$ cat src/rtl/pipeline_control_if.sv
// Handshake bundle between the pipeline stages and pipeline_control.
// master: pipeline side (drives hazard/redirect inputs, receives stall/flush/redirect).
// slave:  pipeline_control itself.
`ifndef SEL_PC_WIDTH
`define SEL_PC_WIDTH 3
`endif

interface pipeline_control_if #(
    parameter int unsigned XLEN         = 32,
    parameter int unsigned SEL_PC_WIDTH = `SEL_PC_WIDTH,
    parameter int unsigned NSTAGE       = 4
);
    logic                    mem_req_i;
    logic                    memory_done_i;
    logic [SEL_PC_WIDTH-1:0] pc_sel_i;
    logic                    br_taken_i;
    logic [XLEN-1:0]         next_pc_i;
    logic [31:0]             ir_i;
    logic                    ex_load_i;
    logic [4:0]              ex_rd_i;
    logic [NSTAGE-1:0]       stall_o;
    logic [NSTAGE-1:0]       flush_o;
    logic                    fetch_stall_o;
    logic [SEL_PC_WIDTH-1:0] pc_sel_o;
    logic                    br_taken_o;
    logic [XLEN-1:0]         next_pc_o;
    logic                    timeout_o;

    modport master (
        output mem_req_i, memory_done_i, pc_sel_i, br_taken_i, next_pc_i, ir_i,
               ex_load_i, ex_rd_i,
        input  stall_o, flush_o, fetch_stall_o, pc_sel_o, br_taken_o, next_pc_o, timeout_o
    );

    modport slave (
        input  mem_req_i, memory_done_i, pc_sel_i, br_taken_i, next_pc_i, ir_i,
               ex_load_i, ex_rd_i,
        output stall_o, flush_o, fetch_stall_o, pc_sel_o, br_taken_o, next_pc_o, timeout_o
    );
endinterface

$ cat src/rtl/pipeline_control.sv
// Pipeline control unit: arbitrates memory-wait stalls, load-use hazards and
// branch/jump redirects; drives per-stage stall/flush and a registered PC redirect.
// Optional feature: define CONTROL_WATCHDOG_EN to enable the memory-wait watchdog
// (timeout_o pulse, forced return to RUN, one-cycle flush of all stages).
`ifndef SEL_PC_WIDTH
`define SEL_PC_WIDTH 3
`endif

module pipeline_control #(
    parameter int unsigned     XLEN         = 32,
    parameter int unsigned     SEL_PC_WIDTH = `SEL_PC_WIDTH,
    parameter int unsigned     NSTAGE       = 4,
    parameter int unsigned     FLUSH_STAGES = 2,
    parameter logic [XLEN-1:0] RESET_PC     = 32'h0000_0000,
    parameter int unsigned     WDT_CYCLES   = 255
) (
    input logic               clk,
    input logic               rst,
    pipeline_control_if.slave ctrl_io
);

    localparam int unsigned FcW = $clog2(FLUSH_STAGES + 1);
    localparam logic [NSTAGE-1:0] FlushMask   = {NSTAGE{1'b1}} >> (NSTAGE - FLUSH_STAGES);
    localparam logic [NSTAGE-1:0] LuStallMask = NSTAGE'(3);
    // Bubble into execute; truncates to zero when there is no execute stage.
    localparam logic [NSTAGE-1:0] LuFlushMask = NSTAGE'(4);

    typedef enum logic [1:0] {StRun, StMemWait, StRedirect} state_e;

    state_e                  state_q;
    logic                    pend_q;
    logic [XLEN-1:0]         tgt_q;
    logic [SEL_PC_WIDTH-1:0] sel_q;
    logic                    br_taken_q;
    logic [XLEN-1:0]         next_pc_q;
    logic [SEL_PC_WIDTH-1:0] pc_sel_q;
    logic [FcW-1:0]          fcnt_q;

    logic                    mem_stall;
    logic                    load_use;
    logic                    wdt_flush;
    logic                    timeout;
    logic [NSTAGE-1:0]       stall;
    logic [NSTAGE-1:0]       flush;
    logic                    unused_ir;

`ifdef CONTROL_WATCHDOG_EN
    localparam int unsigned WdtW = $clog2(WDT_CYCLES + 1);
    logic [WdtW-1:0] wdt_q;
    logic            wdt_flush_q;

    assign wdt_flush = wdt_flush_q;
    // wdt_q counts completed MEM_WAIT cycles, so the limit is hit in the last allowed one.
    assign timeout   = (state_q == StMemWait) && !ctrl_io.memory_done_i &&
                       (wdt_q == WdtW'(WDT_CYCLES - 1));
    assign unused_ir = ^{ctrl_io.ir_i[31:25], ctrl_io.ir_i[14:0]};
`else
    assign wdt_flush = 1'b0;
    assign timeout   = 1'b0;
    assign unused_ir = ^{ctrl_io.ir_i[31:25], ctrl_io.ir_i[14:0], 32'(WDT_CYCLES)};
`endif

    // Hazard detection: memory wait (zero latency) and load-use on either source register.
    always_comb begin
        mem_stall = 1'b0;
        if (state_q == StMemWait) begin
            mem_stall = !ctrl_io.memory_done_i;
        end else if (!wdt_flush) begin
            mem_stall = ctrl_io.mem_req_i && !ctrl_io.memory_done_i;
        end
        load_use = ctrl_io.ex_load_i && (ctrl_io.ex_rd_i != 5'd0) &&
                   ((ctrl_io.ex_rd_i == ctrl_io.ir_i[19:15]) ||
                    (ctrl_io.ex_rd_i == ctrl_io.ir_i[24:20]));
    end

    // Stall/flush outputs by priority: memory wait > watchdog flush > flush counter > load-use.
    always_comb begin
        stall = '0;
        flush = '0;
        if (!rst) begin
            if (mem_stall) begin
                stall = '1;
            end else if (wdt_flush) begin
                flush = '1;
            end else if (fcnt_q != '0) begin
                flush = FlushMask;
            end else if ((state_q == StRun) && !ctrl_io.br_taken_i && load_use) begin
                stall = LuStallMask;
                flush = LuFlushMask;
            end
        end
    end

    // Control FSM with registered redirect outputs, pending-redirect latch and flush counter.
    always_ff @(posedge clk or posedge rst) begin
        if (rst) begin
            state_q     <= StRun;
            pend_q      <= 1'b0;
            tgt_q       <= '0;
            sel_q       <= '0;
            br_taken_q  <= 1'b0;
            next_pc_q   <= RESET_PC;
            pc_sel_q    <= '0;
            fcnt_q      <= '0;
`ifdef CONTROL_WATCHDOG_EN
            wdt_q       <= '0;
            wdt_flush_q <= 1'b0;
`endif
        end else begin
            br_taken_q <= 1'b0;
            if (fcnt_q != '0) begin
                fcnt_q <= fcnt_q - FcW'(1);
            end
`ifdef CONTROL_WATCHDOG_EN
            wdt_flush_q <= 1'b0;
`endif
            unique case (state_q)
                StRun: begin
                    if (mem_stall) begin
                        state_q <= StMemWait;
`ifdef CONTROL_WATCHDOG_EN
                        wdt_q   <= '0;
`endif
                        // A branch resolved while memory stalls is kept for after the wait.
                        if (ctrl_io.br_taken_i) begin
                            pend_q <= 1'b1;
                            tgt_q  <= ctrl_io.next_pc_i;
                            sel_q  <= ctrl_io.pc_sel_i;
                        end
                    end else if (ctrl_io.br_taken_i) begin
                        state_q    <= StRedirect;
                        br_taken_q <= 1'b1;
                        next_pc_q  <= ctrl_io.next_pc_i;
                        pc_sel_q   <= ctrl_io.pc_sel_i;
                    end
                end
                StMemWait: begin
                    if (ctrl_io.memory_done_i) begin
                        pend_q <= 1'b0;
                        if (pend_q || ctrl_io.br_taken_i) begin
                            state_q    <= StRedirect;
                            br_taken_q <= 1'b1;
                            next_pc_q  <= pend_q ? tgt_q : ctrl_io.next_pc_i;
                            pc_sel_q   <= pend_q ? sel_q : ctrl_io.pc_sel_i;
                        end else begin
                            state_q <= StRun;
                        end
                    end else begin
                        // First captured redirect wins.
                        if (ctrl_io.br_taken_i && !pend_q) begin
                            pend_q <= 1'b1;
                            tgt_q  <= ctrl_io.next_pc_i;
                            sel_q  <= ctrl_io.pc_sel_i;
                        end
`ifdef CONTROL_WATCHDOG_EN
                        if (timeout) begin
                            state_q     <= StRun;
                            pend_q      <= 1'b0;
                            wdt_flush_q <= 1'b1;
                        end else begin
                            wdt_q <= wdt_q + WdtW'(1);
                        end
`endif
                    end
                end
                StRedirect: begin
                    state_q <= StRun;
                    fcnt_q  <= FcW'(FLUSH_STAGES);
                end
                default: state_q <= StRun;
            endcase
        end
    end

    assign ctrl_io.stall_o       = stall;
    assign ctrl_io.flush_o       = flush;
    assign ctrl_io.fetch_stall_o = stall[0];
    assign ctrl_io.pc_sel_o      = pc_sel_q;
    assign ctrl_io.br_taken_o    = br_taken_q;
    assign ctrl_io.next_pc_o     = next_pc_q;
    assign ctrl_io.timeout_o     = timeout;

endmodule

$ cat src/flat_wrapper.sv
// flat-port wrapper written by rule: the top's interface ports become plain ports
module pipeline_control_flat 
#(
    parameter int unsigned     XLEN         = 32,
    parameter int unsigned     SEL_PC_WIDTH = `SEL_PC_WIDTH,
    parameter int unsigned     NSTAGE       = 4,
    parameter int unsigned     FLUSH_STAGES = 2,
    parameter logic [XLEN-1:0] RESET_PC     = 32'h0000_0000,
    parameter int unsigned     WDT_CYCLES   = 255
)
  (clk, rst, ctrl_io_mem_req_i, ctrl_io_memory_done_i, ctrl_io_pc_sel_i, ctrl_io_br_taken_i, ctrl_io_next_pc_i, ctrl_io_ir_i, ctrl_io_ex_load_i, ctrl_io_ex_rd_i, ctrl_io_stall_o, ctrl_io_flush_o, ctrl_io_fetch_stall_o, ctrl_io_pc_sel_o, ctrl_io_br_taken_o, ctrl_io_next_pc_o, ctrl_io_timeout_o);
  pipeline_control_if #(.XLEN(XLEN), .SEL_PC_WIDTH(SEL_PC_WIDTH), .NSTAGE(NSTAGE)) ctrl_io_i ();
  input logic clk;
  input logic rst;
  input wire logic [$bits(ctrl_io_i.mem_req_i)-1:0] ctrl_io_mem_req_i;
  input wire logic [$bits(ctrl_io_i.memory_done_i)-1:0] ctrl_io_memory_done_i;
  input wire logic [$bits(ctrl_io_i.pc_sel_i)-1:0] ctrl_io_pc_sel_i;
  input wire logic [$bits(ctrl_io_i.br_taken_i)-1:0] ctrl_io_br_taken_i;
  input wire logic [$bits(ctrl_io_i.next_pc_i)-1:0] ctrl_io_next_pc_i;
  input wire logic [$bits(ctrl_io_i.ir_i)-1:0] ctrl_io_ir_i;
  input wire logic [$bits(ctrl_io_i.ex_load_i)-1:0] ctrl_io_ex_load_i;
  input wire logic [$bits(ctrl_io_i.ex_rd_i)-1:0] ctrl_io_ex_rd_i;
  output wire logic [$bits(ctrl_io_i.stall_o)-1:0] ctrl_io_stall_o;
  output wire logic [$bits(ctrl_io_i.flush_o)-1:0] ctrl_io_flush_o;
  output wire logic [$bits(ctrl_io_i.fetch_stall_o)-1:0] ctrl_io_fetch_stall_o;
  output wire logic [$bits(ctrl_io_i.pc_sel_o)-1:0] ctrl_io_pc_sel_o;
  output wire logic [$bits(ctrl_io_i.br_taken_o)-1:0] ctrl_io_br_taken_o;
  output wire logic [$bits(ctrl_io_i.next_pc_o)-1:0] ctrl_io_next_pc_o;
  output wire logic [$bits(ctrl_io_i.timeout_o)-1:0] ctrl_io_timeout_o;
  assign ctrl_io_i.mem_req_i = ctrl_io_mem_req_i;
  assign ctrl_io_i.memory_done_i = ctrl_io_memory_done_i;
  assign ctrl_io_i.pc_sel_i = ctrl_io_pc_sel_i;
  assign ctrl_io_i.br_taken_i = ctrl_io_br_taken_i;
  assign ctrl_io_i.next_pc_i = ctrl_io_next_pc_i;
  assign ctrl_io_i.ir_i = ctrl_io_ir_i;
  assign ctrl_io_i.ex_load_i = ctrl_io_ex_load_i;
  assign ctrl_io_i.ex_rd_i = ctrl_io_ex_rd_i;
  assign ctrl_io_stall_o = ctrl_io_i.stall_o;
  assign ctrl_io_flush_o = ctrl_io_i.flush_o;
  assign ctrl_io_fetch_stall_o = ctrl_io_i.fetch_stall_o;
  assign ctrl_io_pc_sel_o = ctrl_io_i.pc_sel_o;
  assign ctrl_io_br_taken_o = ctrl_io_i.br_taken_o;
  assign ctrl_io_next_pc_o = ctrl_io_i.next_pc_o;
  assign ctrl_io_timeout_o = ctrl_io_i.timeout_o;
  pipeline_control #(.XLEN(XLEN), .SEL_PC_WIDTH(SEL_PC_WIDTH), .NSTAGE(NSTAGE), .FLUSH_STAGES(FLUSH_STAGES), .RESET_PC(RESET_PC), .WDT_CYCLES(WDT_CYCLES)) u_core (.clk(clk), .rst(rst), .ctrl_io(ctrl_io_i));
endmodule
$ cat config.mk
export PLATFORM = sky130hd
export DESIGN_NAME = pipeline_control_flat
export DESIGN_NICKNAME = d
export VERILOG_FILES = /design/src/rtl/pipeline_control_if.sv /design/src/rtl/pipeline_control.sv /design/src/flat_wrapper.sv
export SDC_FILE = /design/constraint.sdc
export NUM_CORES = 1
export LEC_CHECK = 0
export ABC_CLOCK_PERIOD_IN_PS = 5710
export CAP_MARGIN = 5
export CELL_PAD_IN_SITES_DETAIL_PLACEMENT = 1
export CELL_PAD_IN_SITES_GLOBAL_PLACEMENT = 2
export CORE_MARGIN = 2
export CORE_UTILIZATION = 33
export DETAILED_ROUTE_END_ITERATION = 16
export HOLD_SLACK_MARGIN = 0.15
export PLACE_DENSITY = 0.82
export RECOVER_POWER = 25
export SKIP_LAST_GASP = 1
export SYNTH_ARGS = -nofsm -noshare
export SYNTH_HDL_FRONTEND = slang
export SYNTH_SLANG_ARGS = --single-unit
$ cat constraint.sdc
create_clock -name clk -period 5.71 [get_ports clk]
set_clock_uncertainty 0.05 [all_clocks]
set_input_delay 1.142 -clock clk [delete_from_list [all_inputs] [get_ports clk]]
set_output_delay 1.142 -clock clk [all_outputs]
set_load 0.03 [all_outputs]
* Yosys cells after proc, flatten, opt, wreduce, memory -nomap -nowiden
Cells that the tools add are included.
** Word-level totals
- Bits in registers :: 76
- Input port bits :: 78
- Output and inout bits :: 46
- Word-level logic and storage cells :: 88
** Cells by class
- $add $sub $neg :: 1
- Equality and inequality tests :: 13
- Mux-type cells :: 46
- Reductions and logical operators :: 20
** Operator list (count)
- 32-bit 2-to-1 mux :: 8
- 32-bit case mux with 2 select lines :: 2
- 3-bit 2-to-1 mux :: 9
- 4-bit 2-to-1 mux :: 6
- 2-bit 2-to-1 mux :: 7
- 2-bit != test (second input constant) :: 6
- 3-bit case mux with 2 select lines :: 2
- 5-bit equality test :: 2
- 5-bit AND reduction :: 2
- 1-bit 2-to-1 mux :: 9
- 1-bit logical AND :: 6
- 2-bit nonzero test :: 3
- 5-bit nonzero test :: 1
- 1-bit case mux with 2 select lines :: 2
- 2-bit case mux with 2 select lines :: 1
- 4-bit AND reduction :: 1
- 1-bit logical NOT :: 3
- 3-bit by 2-bit != test with 1-bit output (second input constant) :: 1
- 3-bit != test (second input constant) :: 1
- 2-bit by 1-bit equality test with 1-bit output (second input constant) :: 1
- 2-bit equality test (second input constant) :: 1
- 2-bit logical NOT :: 1
- 1-bit logical OR :: 2
- 2-bit by 1-bit != test with 1-bit output (second input constant) :: 1
- 2 further kinds :: 2

* Depth between registers and ports, before layout
- Depth after elaboration :: 8
- Mapped depth :: 6
- Mapped depth without buffers :: 4

* Least setup slack after synthesis
No wires, ideal clock.
- Path kind :: input port to output port
- Start :: in ctrl_io_ex_rd_i[2]
- End :: out ctrl_io_stall_o[0]
- Arrival time :: 2.431 ns
- Required time :: 4.518 ns
- Setup slack :: 2.087 ns
- Stages on the path :: 5
- Buffers on the path :: 1
- Cells stage by stage :: xor2_1 nor3_1 a22oi_1 o22ai_1 buf_4
** Between the ends
- Longest elaborated chain between the ends :: 8
- Elaborated cells between the ends (all ways) :: 11
- Classes of those cells :: eq/ne: 2; mux: 4; reduce/logical: 5
** Ends and longest elaborated chain
- from (decl) :: RTL line flat_wrapper.sv:22 : input wire logic [$bits(ctrl_io_i.ex_rd_i)-1:0] ctrl_io_ex_rd_i;
- 5-bit equality test, or another cell as far along :: RTL line pipeline_control.sv:72 : ((ctrl_io.ex_rd_i == ctrl_io.ir_i[19:15]) ||
- 1-bit logical OR / 1-bit logical AND (equally long branches) :: RTL line pipeline_control.sv:72, pipeline_control.sv:71
- 1-bit logical AND * :: RTL line pipeline_control.sv:71 : load_use = ctrl_io.ex_load_i && (ctrl_io.ex_rd_i != 5'd0) &&
- 1-bit logical AND * :: RTL line pipeline_control.sv:87 : end else if ((state_q == StRun) && !ctrl_io.br_taken_i && load_use) begin
- 2-bit 2-to-1 mux * :: RTL line pipeline_control.sv:87
- 4-bit 2-to-1 mux * :: RTL line pipeline_control.sv:85 : end else if (fcnt_q != '0) begin
- 4-bit 2-to-1 mux * :: RTL line pipeline_control.sv:81 : if (mem_stall) begin
- 4-bit 2-to-1 mux * :: RTL line pipeline_control.sv:80 : if (!rst) begin
- to (decl) :: RTL line flat_wrapper.sv:23 : output wire logic [$bits(ctrl_io_i.stall_o)-1:0] ctrl_io_stall_o;
Mark *: on every way between the ends. The rest lies on a longest branch, timed or not.

* Final worst setup path
- Start :: in ctrl_io_br_taken_i
- End :: out ctrl_io_stall_o[0]
** Between the ends
- Longest elaborated chain between the ends :: 7
** Ends and longest elaborated chain
- from (decl) :: RTL line flat_wrapper.sv:18 : input wire logic [$bits(ctrl_io_i.br_taken_i)-1:0] ctrl_io_br_taken_i;
- 1-bit logical NOT :: RTL line pipeline_control.sv:87
- 1-bit logical AND (2 in series) :: RTL line pipeline_control.sv:87
- 2-bit 2-to-1 mux :: RTL line pipeline_control.sv:87
- 4-bit 2-to-1 mux :: RTL line pipeline_control.sv:85
- 4-bit 2-to-1 mux :: RTL line pipeline_control.sv:81
- 4-bit 2-to-1 mux :: RTL line pipeline_control.sv:80
Every way passes these cells.

==> flow_metrics.tcl <==
set metrics [dict create \
    status "finished clean" \
    wl_um 8278 \
    worstMarginPinSlew_ns 1.463 \
    overflow 0 \
    instances_no_fill 495 \
    n_antenna_cell 0 \
    grt_pass1_wl_um 13790 \
    crit_type "input pin to output pin" \
    root_buffer "clkbuf_16" \
    coreArea_mm2 0.01132 \
    final-setup-viol-count 0 \
    syn-cell-area_mm2 0.003790 \
    post_cts_buffers 0 \
    seq_area_frac_synth 0.5018 \
    use_met2 0.2459 \
    place_congestion 0.6953 \
    rsz0062_at_grt "false" \
    use_met3 0.03445 \
    maxCapViolCount 0 \
    power_frac_seq 0.377 \
    clock_latency_ns 0.33 \
    yosysTopAreaCell "dfrtp_1" \
    hold_buffers 0 \
    switchingPower_mw 0.6153 \
    cpLargestDelayFamily "buffers and inverters" \
    slowest_stage "clkdlybuf4s50_1" \
    start_util 0.3348 \
    hold_viol 0 \
    port_buffers 99 \
    relSlewSlack 0.02437 \
    fmax_mhz 228.1 \
    track_usage 0.1410 \
    drc 0 \
    std_cell_rows 39 \
    vias 2311 \
    netSwitchingFraction 0.2952 \
    grt_max_degree 59 \
    p_clk_frac 0.302 \
    finish.net_count 426 \
    cp_num_buf_inv 2 \
    die_h_um 111.2 \
    cts.sinks 76 \
    clock_path_buffers 2 \
    vias_per_cell 4.669 \
    grt_pass1_vias 2644 \
    io_pins 124 \
    worstPathArrival_ns 3.19 \
    numPlacedInstances 479 \
    hpwlAfterDp_um 5627 \
    final.setup.tns_ns 0 \
    maxSlewViolCount 0 \
    end_kind "output pin" \
    drt_iter0_drc 43 \
    yosys_warnings 0 \
    cp_max_fo 5 \
    drive_gt1_frac 0.3693 \
    die_area_mm2 0.01236 \
    power_density_mw_per_mm2 402.5 \
    intPower_mw 1.469 \
    p_leak_nw 2.320 \
    routedWlPerCell_um 16.72 \
    synth_seq_cells 76 \
    ant_nets 0 \
    ctsHtreeMaxLevel 3 \
    peakVddDrop_uv 172.9 \
    cts_buffers 9 \
    synth_cells 250 \
    cts_tree "done" \
    path_cells "dlygate4sd3_1, nor4_1, nand4_1, o22ai_1, clkdlybuf4s50_1" \
    area_delta_synth_final_pct 36.61 \
    synth_area_leaders "dfrtp_1, mux2_4, mux2_2" \
    path_clk_slew_ns 0.06 \
    start_kind "input pin" \
    antenna_found_initial 0 \
    post_cts_resized 0 \
    met1_usage 0.1707 \
    comb_power_share 0.320 \
    period_needed_ns 4.384 \
    hold_path_class "register to register" \
    firstDrtPassIters 4 \
    synth_cell_types 30 \
    required_ns 4.52 \
    period_share 0.7677 \
    syn_area_per_cell_um2 15.16 \
    critPathMaxStageDelay_ns 0.74 \
    yosysTopAreaCellShare 0.5018 \
    top_usage_layer "met2" \
    die_x_um 111.2 \
]
==> per-stage QoR <==
step / cell area, um2 / worst slack, ns / hold WS, ns / util / power (mW)
global route: 5177 / 1.200 / 0.4756 / 0.4573 / 2.192
CTS: 5180 / 1.341 / 0.4587 / 0.4576 / 2.119
floorplan: 3794 / 2.087 / 0.4254 / - / 1.220
global placement: 4845 / 1.397 / 0.4340 / 0.4279 / 1.445
finish: 5177 / 1.326 / 0.4542 / 0.4573 / 2.084
detailed placement: 4845 / 1.345 / 0.4431 / 0.4279 / 1.475
==> routing by layer <==
metal	up-vias	wire (um)
met5	-	0
met4	0	115
met3	8	255
met2	43	4293
met1	1192	3614
li1	1068	-
==> cells in the final DEF (no fill, tap or decap), drive strengths merged, types with 2 or more instances in the layout <==
master	instances
mux2	105
clkdlybuf4s50	96
dfrtp	76
nor2	12
clkbuf	12
xor2	11
nor3	6
inv	4
dlygate4sd3	3
a21oi	2
conb	2
bufinv	2
o21ai	2
nand2	2
a22oi	2
clkinv	2
==> logic make-up (layout without fill, tap and decap cells) <==
| group | count (synthesis) | count (layout) | synth area share |
|---|---|---|---|
| flip-flops | 76 | 76 | 0.5018 |
| AO/OA/AOI/OAI | 9 | 9 | 0.01684 |
| multiplexers | 105 | 105 | 0.3714 |
| AND/OR/NAND/NOR | 27 | 27 | 0.04061 |
| buffers and inverters | 20 | 121 | 0.03961 |
| XOR/XNOR | 11 | 11 | 0.02542 |
| other | 1 | 2 | 0.0009895 |
| adder cells (fa/ha/maj) | 1 | 1 | 0.003301 |
==> power by group through the flow <==
stage / combinational (mW) / sequential (mW) / clock [mW]
6_report: 0.667 / 0.786 / 0.630
3_5_place_dp: 0.678 / 0.797 / 0
5_1_grt: 0.710 / 0.810 / 0.672
4_1_cts: 0.680 / 0.789 / 0.650
2_1_floorplan: 0.311 / 0.909 / 0
3_3_place_gp: 0.660 / 0.785 / 0
==> layout make-up <==
cell class | count | area (um2)
clock buffer | 11 | 252.7
clock inverter | 5 | 82.58
fill | 1190 | 6143
inverter | 4 | 16.27
multi-input combinational | 155 | 1742
sequential | 76 | 1902
tap | 143 | 178.9
timing repair buffer | 101 | 1003
==> synth_stat cells <==
cell,instances
dfrtp_1,76
mux2_4,60
mux2_2,45
nor2_1,11
xor2_1,11
buf_4,7
buf_6,6
nor3_1,6
inv_1,4
buf_2,3
a21oi_1,2
a21o_1,1
a221o_1,1
a22oi_1,1
a22oi_2,1
conb_1,1
ha_1,1
nand2_1,1
nand2_4,1
nand2b_1,1
nand3_2,1
nand4_1,1
nor2_4,1
nor2b_4,1
nor3b_1,1
nor4_1,1
o21ai_0,1
o21ai_1,1
o22ai_1,1
or2_2,1
==> final timing paths <==
check / start / end / slack (ns) / cells past startpoint
worst max-delay path: ctrl_io_br_taken_i / ctrl_io_stall_o[0] / 1.33 / 5
max in group asynchronous: rst / u_core.state_q[1] / 2.29 / 3
min in group asynchronous: rst / u_core.ctrl_io.next_pc_o[23] / 1.45 / 2
worst min register to register: u_core.tgt_q[24] / u_core.tgt_q[24] / 0.45 / 1
worst max register to register: u_core.state_q[0] / u_core.ctrl_io.next_pc_o[24] / 3.29 / 5
worst min-delay path: u_core.tgt_q[24] / u_core.tgt_q[24] / 0.45 / 1
==> flip-flops by register name, summed over array words and instances (netlist names) <==
signal / cells
u_core.sel_q: 3
u_core.ctrl_io.br_taken_o: 1
u_core.pend_q: 1
u_core.state_q: 2
u_core.fcnt_q: 2
u_core.tgt_q: 32
u_core.ctrl_io.next_pc_o: 32
u_core.ctrl_io.pc_sel_o: 3
Note: power is estimated with default switching activity, not from simulation.
